File: config.mk
export PLATFORM = sky130hd
export DESIGN_NAME = uart_chunk_rx_flat
export DESIGN_NICKNAME = d
export VERILOG_FILES = /design/src/rtl/uart_pkg.sv /design/src/rtl/uart_chunk_rx_if.sv /design/src/rtl/uart_byte_rx.sv /design/src/rtl/uart_chunk_rx.sv /design/src/flat_wrapper.sv
export SDC_FILE = /design/constraint.sdc
export NUM_CORES = 1
export LEC_CHECK = 0
export ABC_AREA = 1
export CORE_UTILIZATION = 39
export DETAILED_ROUTE_END_ITERATION = 12
export SLEW_MARGIN = 20
export SYNTH_ARGS = -nofsm -noshare
export SYNTH_HDL_FRONTEND = slang
export SYNTH_HIERARCHICAL = 1
export SYNTH_SLANG_ARGS = --single-unit
File: constraint.sdc
create_clock -name clk -period 1.4 [get_ports clk]
set_input_delay 0.21 -clock clk [delete_from_list [all_inputs] [get_ports clk]]
set_output_delay 0.21 -clock clk [all_outputs]
set_load 0.02 [all_outputs]
File: src/rtl/uart_pkg.sv
// uart_pkg: shared state encoding and constants for the chunked UART receiver
package uart_pkg;
  typedef enum logic [1:0] {IDLE, START, DATA, STOP} rx_state_t;
  localparam int BITS_PER_BYTE = 6;
  localparam int DEF_CLKS_PER_BIT = 10417;
endpackage

File: src/rtl/uart_chunk_rx_if.sv
// uart_chunk_rx_if: serial input and word/strobe outputs of the chunk receiver
interface uart_chunk_rx_if #(parameter int N = 30);
  logic rxD;
  logic [N:1] data;
  logic signal;
  logic [9:0] counter;
  logic frame_err;
  modport master (output rxD, input data, signal, counter, frame_err);
  modport slave (input rxD, output data, signal, counter, frame_err);
endinterface

File: src/rtl/uart_byte_rx.sv
// uart_byte_rx: 2-FF input synchronizer and 8N1 byte FSM
module uart_byte_rx import uart_pkg::*; #(
  parameter int CLKS_PER_BIT = DEF_CLKS_PER_BIT
) (
  input  logic       clk,
  input  logic       reset_n,
  input  logic       rxD,
  output logic       byte_valid,
  output logic [7:0] rx_byte,
  output logic       frame_err,
  output logic       idle
);
  localparam int TW = $clog2(CLKS_PER_BIT);
  logic [1:0] sync;
  logic rx_s;
  rx_state_t st;
  logic [TW-1:0] tmr;
  logic [2:0] nbit;
  logic [7:0] sh;
  assign rx_s = sync[1];
  assign idle = st == IDLE;
  always_ff @(posedge clk or negedge reset_n)
    if (!reset_n) begin
      sync <= 2'b11;
      st <= IDLE;
      tmr <= '0;
      nbit <= '0;
      sh <= '0;
      byte_valid <= 1'b0;
      rx_byte <= '0;
      frame_err <= 1'b0;
    end else begin
      sync <= {sync[0], rxD};
      byte_valid <= 1'b0;
      frame_err <= 1'b0;
      tmr <= tmr + 1'b1;
      case (st)
        IDLE: begin
          tmr <= '0;
          if (!rx_s) st <= START;
        end
        START: if (tmr == TW'(CLKS_PER_BIT / 2)) begin
          tmr <= '0;
          nbit <= '0;
          st <= rx_s ? IDLE : DATA;
        end
        DATA: if (tmr == TW'(CLKS_PER_BIT - 1)) begin
          tmr <= '0;
          sh <= {rx_s, sh[7:1]};
          nbit <= nbit + 1'b1;
          if (nbit == 3'd7) st <= STOP;
        end
        STOP: if (tmr == TW'(CLKS_PER_BIT - 1)) begin
          st <= IDLE;
          byte_valid <= rx_s;
          frame_err <= !rx_s;
          rx_byte <= sh;
        end
        default: st <= IDLE;
      endcase
    end
endmodule

File: src/rtl/uart_chunk_rx.sv
// uart_chunk_rx: packs the 6 low bits of received UART bytes into N-bit words
module uart_chunk_rx import uart_pkg::*; #(
  parameter int CLKS_PER_BIT = DEF_CLKS_PER_BIT,
  parameter int N = 30,
  parameter int STROBE_CYCLES = 4,
  parameter int TIMEOUT_BITS = 64
) (
  input logic clk,
  input logic reset_n,
  uart_chunk_rx_if.slave bus
);
  localparam int W = N / BITS_PER_BYTE;
  localparam int IW = $clog2(W + 1);
  localparam int SW = $clog2(STROBE_CYCLES + 1);
  localparam int TO = TIMEOUT_BITS * CLKS_PER_BIT;
  localparam int OW = $clog2(TO + 2);
  logic byte_valid, idle, done, armed, timeout;
  logic [7:0] rx_byte;
  logic [IW-1:0] idx;
  logic [N:1] shadow, nxt;
  logic [SW-1:0] scnt;
  logic [OW-1:0] tcnt;
  uart_byte_rx #(.CLKS_PER_BIT(CLKS_PER_BIT)) u_byte (
    .clk(clk),
    .reset_n(reset_n),
    .rxD(bus.rxD),
    .byte_valid(byte_valid),
    .rx_byte(rx_byte),
    .frame_err(bus.frame_err),
    .idle(idle)
  );
  assign nxt = (shadow << BITS_PER_BYTE) | N'(rx_byte[5:0]);
  assign done = byte_valid && idx == IW'(W - 1);
  // partial-word timeout only runs while the byte FSM waits for a start bit
  assign armed = TIMEOUT_BITS != 0 && idx != '0 && idle;
  assign timeout = armed && tcnt == OW'(TO - 1);
  always_ff @(posedge clk or negedge reset_n)
    if (!reset_n) begin
      idx <= '0;
      shadow <= '0;
      scnt <= '0;
      tcnt <= '0;
      bus.data <= '0;
      bus.signal <= 1'b0;
      bus.counter <= '0;
    end else begin
      tcnt <= armed && !timeout ? tcnt + 1'b1 : '0;
      if (bus.frame_err || timeout) idx <= '0;
      if (timeout) shadow <= '0;
      if (byte_valid) begin
        shadow <= nxt;
        idx <= done ? '0 : idx + 1'b1;
      end
      if (done) begin
        bus.data <= nxt;
        bus.counter <= bus.counter + 1'b1;
        bus.signal <= 1'b1;
        scnt <= SW'(STROBE_CYCLES - 1);
      end else if (scnt != '0) scnt <= scnt - 1'b1;
      else bus.signal <= 1'b0;
    end
endmodule

File: src/flat_wrapper.sv
// flat-port wrapper written by rule: the top's interface ports become plain ports
module uart_chunk_rx_flat import uart_pkg::*;
#(
  parameter int CLKS_PER_BIT = DEF_CLKS_PER_BIT,
  parameter int N = 30,
  parameter int STROBE_CYCLES = 4,
  parameter int TIMEOUT_BITS = 64
)
  (clk, reset_n, bus_rxD, bus_data, bus_signal, bus_counter, bus_frame_err);
  uart_chunk_rx_if #(.N(N)) bus_i ();
  input logic clk;
  input logic reset_n;
  input wire logic [$bits(bus_i.rxD)-1:0] bus_rxD;
  output wire logic [$bits(bus_i.data)-1:0] bus_data;
  output wire logic [$bits(bus_i.signal)-1:0] bus_signal;
  output wire logic [$bits(bus_i.counter)-1:0] bus_counter;
  output wire logic [$bits(bus_i.frame_err)-1:0] bus_frame_err;
  assign bus_i.rxD = bus_rxD;
  assign bus_data = bus_i.data;
  assign bus_signal = bus_i.signal;
  assign bus_counter = bus_i.counter;
  assign bus_frame_err = bus_i.frame_err;
  uart_chunk_rx #(.CLKS_PER_BIT(CLKS_PER_BIT), .N(N), .STROBE_CYCLES(STROBE_CYCLES), .TIMEOUT_BITS(TIMEOUT_BITS)) u_core (.clk(clk), .reset_n(reset_n), .bus(bus_i));
endmodule
==> results summary <==
The number of hold violations in the final report is 0. Power spread over the standard cell area amounts to 943 nW/um2. In the routed design, unresolved DRC markers number 0. The peak per-stage delay on the critical path is 0.40 ns.

In this run the worst path has a maximum fanout of 4. Summed over all failing endpoints, the final setup total negative slack is -5.53 ns. The mean instance size in the synthesized netlist came out at 8.71 um2. The die covers 15,500 um2. The post-synth net total came out at 685. The count of buffers added on input and output ports is 44. Dividing the final minimum period by the clock period gives 1.12. The critical path goes through inv_2 > ha_4 > nand2_2 > inv_2 > nand2_2 > nor2_4 > nand2_2 > buf_4 > a21oi_2 > nand3_1 > nand2_1 > nand2_1.

The slew at the pin closest to its max-slew limit is 0.416 ns. STA puts the critical path data arrival time at 1.87 ns. TritonCTS built the clock tree.

In this run the worst hold path is classified as in2reg. The number of setup violations in the final report came out at 84. The critical path is of the reg2reg type.

The clock tree root driver cell is sky130_fd_sc_hd__clkbuf_16. The die span in x is 125 um. The worst slew slack as a fraction of its limit came out at 0.722. For the worst-skew pair, the clock arrives at the later sink with an insertion delay of 0.41 ns. Synthesis produced 672 cells. The H-tree depth is 4. The detail-routed via count per cell came out at 4.88.

The floorplan step defined a core boundary enclosing 14,600 um2. After floorplanning, the core was divided into 44 placement rows. The buffering stage count on the worst path with inverters included came out at 3. The post-CTS clock slew at the launch and capture registers of the worst setup and hold paths came out at 0.06 ns. The area added between synthesis and finish is 47.0%. The post-synthesis cell area is 5850 um2.

The initial antenna violation count was 0. The detailed-routing iteration count for the pre-antenna-repair pass is 5. The HPWL reported at the end of detailed placement is 8.98 mm. The final reports fail on negative setup slack. The count of final max-slew check failures came out at 0. In this run, CTS created clock tree buffers numbering 17.

The violation count after the first detailed-routing iteration came out at 186. The flow ran to the end, but the final reports show violations. The share of the core filled with cells came out at 0.590. Setup repair after global routing could not meet its margin everywhere. The global routing usage summed across all routing layers came out at 0.182. For this design the top-level I/O count stands at 45. The floorplan step set the die height to 125 um.

The slowest stage of the critical path belongs to the cell sky130_fd_sc_hd__dfrtp_1. The filler cell count came out at 1,222. The most numerous cell type found on the critical path is sky130_fd_sc_hd__nand2_2. The layout cell share with drive strength beyond 1 came out at 0.375. Static timing analysis puts the maximum clock frequency at 637 MHz. Clock tree synthesis found a total of 128 sinks. IR analysis of the VDD net gives a maximum drop of 775 uV.

The worst slack at placement came out at -0.182 ns. The worst-case setup margin in the final layout came out at -0.171 ns. The data required time at the worst endpoint came out at 1.70 ns. The average routed wire per standard cell is 14.2 um. The max-cap check violation count came out at 0.

The post-detailed-route count of antenna-violating nets is 0. Entering global routing, the biggest net connects 33 pins. The number of synthesis warnings is 6. The leakage power summed over all cells is 0.00420 uW.

The critical path endpoint category is a register. The largest buffer count on any clock path is 2. The worst clock skew on the final layout is 0.00767 ns. 0 antenna diodes ended up in the layout. In this design, the largest share of critical-path delay is due to simple AND/OR/NAND/NOR gates.

STA classifies the critical path startpoint as a register. The aggregate routed wire length came out at 14.5 mm. The shortest period the worst path allows came out at 1.57 ns. The final global-route overflow total is 0.

After the last flow step, the layout net total stands at 838. Routability-driven placement finished with a final weighted congestion of 0.823. The first-pass GRT wire length came out at 22.8 mm.

The initial utilization of the core area, before any placement, comes to 0.401. The via count of the first global-routing pass came out at 4,937. Across all layers, the routed design uses 4,985 vias.
cells in the final DEF, fill, tap and decap left out, types with 2 or more instances in the layout:
| cell type | instances |
|---|---|
| sky130_fd_sc_hd__nor2_4 | 17 |
| sky130_fd_sc_hd__nand2_2 | 39 |
| sky130_fd_sc_hd__inv_1 | 75 |
| sky130_fd_sc_hd__clkdlybuf4s15_1 | 5 |
| sky130_fd_sc_hd__nor2_2 | 14 |
| sky130_fd_sc_hd__nor2_1 | 51 |
| sky130_fd_sc_hd__nand3_4 | 6 |
| sky130_fd_sc_hd__a21oi_2 | 2 |
| sky130_fd_sc_hd__clkinv_2 | 6 |
| sky130_fd_sc_hd__buf_6 | 12 |
| sky130_fd_sc_hd__nand3_2 | 15 |
| sky130_fd_sc_hd__o21ai_2 | 34 |
| sky130_fd_sc_hd__bufinv_16 | 2 |
| sky130_fd_sc_hd__nand3_1 | 19 |
| sky130_fd_sc_hd__dfrtp_2 | 2 |
| sky130_fd_sc_hd__nand4_4 | 2 |
| sky130_fd_sc_hd__dfrtp_1 | 124 |
| sky130_fd_sc_hd__nor3_1 | 11 |
| sky130_fd_sc_hd__o21ai_1 | 11 |
| sky130_fd_sc_hd__o21ai_0 | 10 |
| sky130_fd_sc_hd__a21oi_1 | 3 |
| sky130_fd_sc_hd__buf_8 | 4 |
| sky130_fd_sc_hd__dlygate4sd2_1 | 30 |
| sky130_fd_sc_hd__nand4_1 | 12 |
| sky130_fd_sc_hd__nand2_4 | 11 |
| sky130_fd_sc_hd__nand2_1 | 138 |
| sky130_fd_sc_hd__dfstp_2 | 2 |
| sky130_fd_sc_hd__clkbuf_8 | 2 |
| sky130_fd_sc_hd__ha_1 | 6 |
| sky130_fd_sc_hd__ha_4 | 3 |
| sky130_fd_sc_hd__nor3_2 | 3 |
| sky130_fd_sc_hd__buf_12 | 7 |
| sky130_fd_sc_hd__clkbuf_16 | 22 |
| sky130_fd_sc_hd__clkbuf_1 | 3 |
| sky130_fd_sc_hd__mux2_2 | 7 |
| sky130_fd_sc_hd__xnor2_1 | 7 |
| sky130_fd_sc_hd__xor2_1 | 14 |
| sky130_fd_sc_hd__buf_4 | 74 |
| sky130_fd_sc_hd__inv_2 | 12 |
| sky130_fd_sc_hd__clkbuf_2 | 6 |
what timing repair did:
item	in CTS	in global routing
endpoints found under the hold margin	21	0
pin swaps	25	29
hold buffers	1	0
buffers inserted	12	9
setup endpoints to repair	124	117
gates resized for setup	104	168
gates cloned	1	7
area by class of cell:
type	count	area, um2	share of cell area
clock buffer	22	464	0.0539
clock inverter	10	110	0.0128
inverter	89	338	0.0392
multi-input combinational	443	2870	0.333
sequential	128	3210	0.373
tap	184	230	0.0267
timing repair buffer	146	1390	0.162
sequential cells by signal, indices dropped and copies added, names as in the netlist, 3 cells and up, named ones only:
name and count:
u_core/tcnt 20, u_core/u_byte/tmr 14, u_core/u_byte/rx_byte 6, u_core/bus.counter 10
u_core/shadow 24, u_core/u_byte/nbit 3, u_core/scnt 3, u_core/idx 3
u_core/u_byte/sh 8, u_core/bus.data 30
worst paths after layout:
path	from	endpoint	slack [ns]	cells past startpoint
min in group asynchronous	reset_n	u_core/bus.data[28]$_DFFE_PN0P_	0.28	2
max	u_core/u_byte/tmr[0]$_DFF_PN0_	register	-0.17	12
min	bus_rxD	u_core/u_byte/sync[0]$_DFF_PN1_	0.20	1
min reg2reg	u_core/u_byte/sync[0]$_DFF_PN1_	u_core/u_byte/sync[1]$_DFF_PN1_	0.35	0
max in group asynchronous	reset_n	u_core/u_byte/sync[0]$_DFF_PN1_	0.56	3
max reg2reg	u_core/u_byte/tmr[0]$_DFF_PN0_	register	-0.17	12
layer usage:
metal	share of wire	GRT usage	vias up
met5	0	0	-
met4	0.0091	0.0631	0
met3	0.031	0.0447	9
met2	0.52	0.310	83
met1	0.44	0.224	2469
li1	-	-	2424
through the flow:
stage	instance area, um2	instances	total power (uW)	hold WS, ns
4_1_cts	7960	1006	8190	0.186
5_1_grt	8610	1022	8380	0.202
3_5_place_dp	7120	961	3890	0.168
6_report	8610	1022	8110	0.204
3_3_place_gp	7120	961	3880	0.166
2_1_floorplan	5920	672	3780	-0.0856
report_power, final:
part,switching [uW],internal (uW),total [uW],leakage [uW]
combinational,80.5,28.5,109,0.00215
clock,1590,2710,4290,0.000284
sequential,1.60,3710,3710,0.00176
total,1670,6440,8110,0.00420
Note: power is estimated with default switching activity, not from simulation.
